$ cat src/rtl/cpu_pkg.sv
// Shared CPU front-end definitions: default datapath widths and the NOP encoding.
// Latency: n/a (constants only).
// Backpressure: n/a.
package cpu_pkg;

  // Default program-counter and instruction widths for the front end.
  localparam int CPU_ADDR_W  = 32;
  localparam int CPU_INSTR_W = 32;

  // Instruction word presented to decode when no valid entry is available.
  localparam logic [31:0] CPU_NOP = 32'h0000_0000;

endpackage

$ cat src/rtl/fq_storage.sv
// Fetch queue entry array: one write port, one asynchronous read port, async clear.
// Latency: write visible on the read port after the write edge; read is combinational.
// Backpressure: none; the caller decides when to write.
module fq_storage #(
  parameter int DEPTH = 4,
  parameter int WIDTH = 64
) (
  input  logic                     Clk,
  input  logic                     Rst,
  input  logic                     we,
  input  logic [$clog2(DEPTH)-1:0] waddr,
  input  logic [WIDTH-1:0]         wdata,
  input  logic [$clog2(DEPTH)-1:0] raddr,
  output logic [WIDTH-1:0]         rdata
);

  logic [WIDTH-1:0] mem [DEPTH];

  // Write the selected entry; reset wipes every entry so no stale data survives.
  always_ff @(posedge Clk or posedge Rst) begin
    if (Rst) begin
      for (int i = 0; i < DEPTH; i++) begin
        mem[i] <= '0;
      end
    end else if (we) begin
      mem[waddr] <= wdata;
    end
  end

  assign rdata = mem[raddr];

endmodule

$ cat src/rtl/fetch_queue.sv
// Fetch queue between instruction fetch and decode (PC + instruction per entry).
// Latency: 1 cycle push-to-pop; 0 cycles on an empty queue when FETCH_QUEUE_BYPASS_EN is defined.
// Backpressure: push_ready = not full (independent of pop_ready); flush blocks push and pop.
module fetch_queue
  import cpu_pkg::*;
#(
  parameter int DEPTH   = 4,
  parameter int ADDR_W  = CPU_ADDR_W,
  parameter int INSTR_W = CPU_INSTR_W
) (
  input  logic                     Clk,
  input  logic                     Rst,
  input  logic                     flush,
  input  logic                     push_valid,
  input  logic [ADDR_W-1:0]        push_pc,
  input  logic [INSTR_W-1:0]       push_instr,
  output logic                     push_ready,
  output logic                     pop_valid,
  output logic [ADDR_W-1:0]        pop_pc,
  output logic [INSTR_W-1:0]       pop_instr,
  input  logic                     pop_ready,
  output logic [$clog2(DEPTH):0]   count
);

  localparam int PTR_W = $clog2(DEPTH);
  localparam int CNT_W = PTR_W + 1;
  localparam int ENT_W = ADDR_W + INSTR_W;
  localparam logic [PTR_W-1:0] PTR_LAST = PTR_W'(DEPTH - 1);
  localparam logic [CNT_W-1:0] CNT_FULL = CNT_W'(DEPTH);

  logic [PTR_W-1:0] wr_ptr;
  logic [PTR_W-1:0] rd_ptr;
  logic [CNT_W-1:0] cnt;
  logic [ENT_W-1:0] rd_ent;
  logic             not_empty;
  logic             bypass;
  logic             do_push;
  logic             do_pop;

  assign not_empty  = (cnt != '0);
  assign push_ready = (cnt != CNT_FULL);
  assign count      = cnt;

`ifdef FETCH_QUEUE_BYPASS_EN
  // Empty queue with a consumer waiting: hand the fetched entry straight through.
  assign bypass = !not_empty && push_valid && pop_ready && !flush;
`else
  assign bypass = 1'b0;
`endif

  // A bypassed entry is consumed on the spot and never written into the array.
  assign do_push = push_valid && push_ready && !flush && !bypass;
  assign do_pop  = not_empty && pop_ready && !flush;

  assign pop_valid = (not_empty && !flush) || bypass;

  // Outputs read as zero / NOP whenever nothing valid is presented.
  always_comb begin
    pop_pc    = '0;
    pop_instr = INSTR_W'(CPU_NOP);
    if (bypass) begin
      pop_pc    = push_pc;
      pop_instr = push_instr;
    end else if (pop_valid) begin
      pop_pc    = rd_ent[ENT_W-1:INSTR_W];
      pop_instr = rd_ent[INSTR_W-1:0];
    end
  end

  // Pointer and occupancy tracking; flush returns everything to the empty state.
  always_ff @(posedge Clk or posedge Rst) begin
    if (Rst) begin
      wr_ptr <= '0;
      rd_ptr <= '0;
      cnt    <= '0;
    end else if (flush) begin
      wr_ptr <= '0;
      rd_ptr <= '0;
      cnt    <= '0;
    end else begin
      if (do_push) begin
        wr_ptr <= (wr_ptr == PTR_LAST) ? '0 : wr_ptr + 1'b1;
      end
      if (do_pop) begin
        rd_ptr <= (rd_ptr == PTR_LAST) ? '0 : rd_ptr + 1'b1;
      end
      cnt <= cnt + CNT_W'(do_push) - CNT_W'(do_pop);
    end
  end

  fq_storage #(
    .DEPTH (DEPTH),
    .WIDTH (ENT_W)
  ) u_storage (
    .Clk   (Clk),
    .Rst   (Rst),
    .we    (do_push),
    .waddr (wr_ptr),
    .wdata ({push_pc, push_instr}),
    .raddr (rd_ptr),
    .rdata (rd_ent)
  );

endmodule

$ cat config.mk
export PLATFORM = sky130hd
export DESIGN_NAME = fetch_queue
export DESIGN_NICKNAME = d
export VERILOG_FILES = /design/src/rtl/cpu_pkg.sv /design/src/rtl/fq_storage.sv /design/src/rtl/fetch_queue.sv
export SDC_FILE = /design/constraint.sdc
export NUM_CORES = 1
export LEC_CHECK = 0
export ABC_CLOCK_PERIOD_IN_PS = 14000
export CAP_MARGIN = 20
export CORE_ASPECT_RATIO = 2
export CORE_MARGIN = 4
export CORE_UTILIZATION = 40
export CTS_BUF_LIST = sky130_fd_sc_hd__clkbuf_16
export DETAILED_ROUTE_END_ITERATION = 16
export GPL_TIMING_DRIVEN = 0
export MAX_ROUTING_LAYER = met4
export PLACE_DENSITY = 0.68
export SYNTH_ARGS = -nofsm -noshare
export SYNTH_HDL_FRONTEND = slang
export SYNTH_SLANG_ARGS = --single-unit
$ cat constraint.sdc
create_clock -name Clk -period 14 [get_ports Clk]
set_input_delay 2.1 -clock Clk [delete_from_list [all_inputs] [get_ports Clk]]
set_output_delay 2.1 -clock Clk [all_outputs]
set_load 0.02 [all_outputs]
==> summary.txt <==
Synth top area cells - dfrtp_1 50%, mux2_4 27%, mux4_2 11%
Relative slew slack - 0.3517
Required time worst endpoint - 11.90 ns
Die Y - 264.8 um
Vias - 6807
Clock latency on the worst-skew pair - 0.52 ns
Area Growth Syn to Fin - 20.93%
CTS tree - done
Critical path type - primary input to output pin
RSZ-0062 raised after global routing - no
Clock sinks - 263
GRT overflow - 0
Combinational share of power - 0.388
Die Wd - 136.4 um
Clk slew on worst S/H paths - 0.07 ns
Maximum clock rate - 142.2 MHz
Startpoint Class - primary input
Arrival time at the worst endpoint - 4.93 ns
Area post-placement - 0.01516 mm^2
Final Skew - 0.008531 ns
CTS Hold Bufs - 0
Lkg Pwr - 0.006902 uW
Final WL - 29460 um
Post-DP HPWL - 19970 um
Seq pwr share - 0.406
Post-synthesis register bit count - 263
CP Capture Type - output pin
YS warnings - 0
Status - completed
EDFF count, synth - 0
Final Instance Area - 0.01595 mm^2
Pre-CTS WS - 6.878 ns
Final ANT Viol Nets - 0
Pint - 2283 uW
Fin util - 0.4931
Slew @ Worst Pin - 0.9725 ns
# fillers - 2827
Hold Crit Class - flop to flop
Yosys top cell area share - 0.4990
Die area - 0.03612 mm^2
Sw power - 913.1 uW
Fin crit share - 0.5022
Detail-routed via count per cell - 5.031
Syn avg cell area - 17.85 um^2
Setup ws final - 6.969 ns
Mapped Area - 0.01319 mm^2
Initial Utilization - 0.4078
Crit path time final - 7.031 ns
Hold Slack - 0.5047 ns
Endpoints failing hold - 0
Syn Nets - 816
Slew Viols, Final - 0
H-tree levels - 1
Initial drt markers - 260
Synthesized instance count - 739
Register area share after synthesis - 0.4990
Largest net degree at the start of global routing - 119
CTS Buf Count - 25
Root Driver - clkbuf_16
Port Buf Inserts - 137
Worst vdd ir - 115.3 uV
CTS resizes - 0
Asr flop ratio synth - 1.000
Unique masters post-synth - 28
Clock power frac - 0.206
GPL Wtd Cong - 0.7653
Pwr dens - 200.3 mW/mm^2
Drt first pass iters - 4
Tot GR Track Use - 0.1704
DRC viols - 0
Rows - 93
First-pass GRT wire length - 46680 um
Drt wl/cell - 21.77 um
Area leader, netlist - dfrtp_1
Initial antenna violation count - 4
Crit-path max FO - 10
Core area - 0.03235 mm^2
I/O pin count - 138
Total Neg Setup Slack - 0 ns
Sw Share - 0.2857
Final setup violation count - 0
Post-CTS Setup Repair Bufs - 0
Max cap viols - 0
Maximum clock path buffer count - 3
Main synth FF type - dfrtp_1
Fraction of layout cells with a size suffix above 1 - 0.4382
Final-stage net count - 983
Vias in the first global route - 7884
## worst max-delay path, stage by stage
cell             delay [ns]
clkdlybuf4s50_1        0.44
clkbuf_1               0.24
nor2_1                 0.23
clkbuf_1               0.59
clkbuf_1               0.43
and2_1                 0.27
clkdlybuf4s50_1        0.63
## registers in the layout, indices dropped and copies added (netlist names)
| register | cells |
|---|---|
| count | 3 |
| u_storage.mem | 256 |
| wr_ptr | 2 |
| rd_ptr | 2 |
## layout by cell type, fill, tap and decap left out, types with 2 or more instances in the layout
cell / Yosys / routed
inv_1: 5 / 7
clkinv_1: 0 / 3
nor3_1: 3 / 3
clkbuf_1: 13 / 13
clkdlybuf4s50_1: 0 / 137
and3_4: 4 / 4
and2_1: 65 / 65
and2_2: 2 / 2
clkbuf_16: 0 / 25
buf_1: 2 / 2
ha_1: 7 / 7
mux4_2: 64 / 64
clkinv_2: 0 / 7
mux2_2: 16 / 16
diode_2: 0 / 4
bufinv_16: 0 / 2
mux2_4: 240 / 240
buf_12: 28 / 28
dfrtp_1: 263 / 263
buf_16: 0 / 2
nor2_1: 4 / 4
o31ai_1: 3 / 3
nand2_1: 2 / 2
buf_2: 7 / 7
## cell type report
cell class	instances	area [um^2]	area share
Timing Repair Buffer	140	1441	0.09036
Sequential cell	263	6581	0.4126
Inverter	5	26.28	0.001647
Multi-Input combinational cell	420	5927	0.3716
Clock buffer	25	625.6	0.03922
Tap cell	427	534.3	0.03349
Clock inverter	18	142.6	0.008942
Buffer	51	663.1	0.04157
Antenna cell	4	10.01	0.0006275
## cell usage after synthesis (2+ instances only)
| cell | n |
|---|---|
| and2_1 | 65 |
| dfrtp_1 | 263 |
| buf_2 | 7 |
| nor3_1 | 3 |
| buf_1 | 2 |
| mux4_2 | 64 |
| and3_4 | 4 |
| clkbuf_1 | 13 |
| ha_1 | 7 |
| o31ai_1 | 3 |
| inv_1 | 5 |
| nor2_1 | 4 |
| buf_12 | 28 |
| mux2_2 | 16 |
| mux2_4 | 240 |
| and2_2 | 2 |
| nand2_1 | 2 |
## worst paths after layout
check                                              startpoint                        endpoint  slack [ns]  cells after the start
worst min register to register  u_storage.mem[22]$_DFFE_PP0P_   u_storage.mem[22]$_DFFE_PP0P_        0.50                      1
min in group asynchronous                                 Rst  u_storage.mem[231]$_DFFE_PP0P_        1.95                      2
worst min-delay path            u_storage.mem[22]$_DFFE_PP0P_   u_storage.mem[22]$_DFFE_PP0P_        0.50                      1
max in group asynchronous                                 Rst  u_storage.mem[188]$_DFFE_PP0P_       11.18                      3
worst max register to register             count[1]$_DFF_PP0_              count[2]$_DFF_PP0_       11.08                     12
worst max-delay path                                    flush                      pop_pc[18]        6.97                      7
## power groups by stage
stage          Clock (uW)  Combinational (uW)  Sequential, uW
6_report              659                1240            1300
5_1_grt               713                1320            1340
4_1_cts               683                1260            1300
3_5_place_dp            0                1260            1300
3_3_place_gp            0                1240            1290
2_1_floorplan           0                 949            1240
## cells by family after synthesis
family                     count (synthesis)  synth area share
AOI/OAI and AO/OA                          4          0.002086
muxes                                    321            0.3969
DFF                                      263            0.4990
buffers and inverters                     56           0.05170
adders and majority gates                  8          0.008158
xor gates and xnor gates                   1         0.0006641
and+or+nand+nor                           86           0.04155
## per-layer routing
layer	global-route usage	routed length (um)	up-vias
li1	-	-	3025
met1	0.2064	12040	3609
met2	0.2920	15590	127
met3	0.01975	913	46
met4	0.06163	909	0
met5	-	0	-
## metrics by stage
stage / total power [uW] / std cells
detailed placement: 2556 / 1305
floorplan: 2186 / 739
finish: 3196 / 1353
global placement: 2525 / 1303
global route: 3373 / 1353
CTS: 3243 / 1348
(Power assumes the default switching activity.)
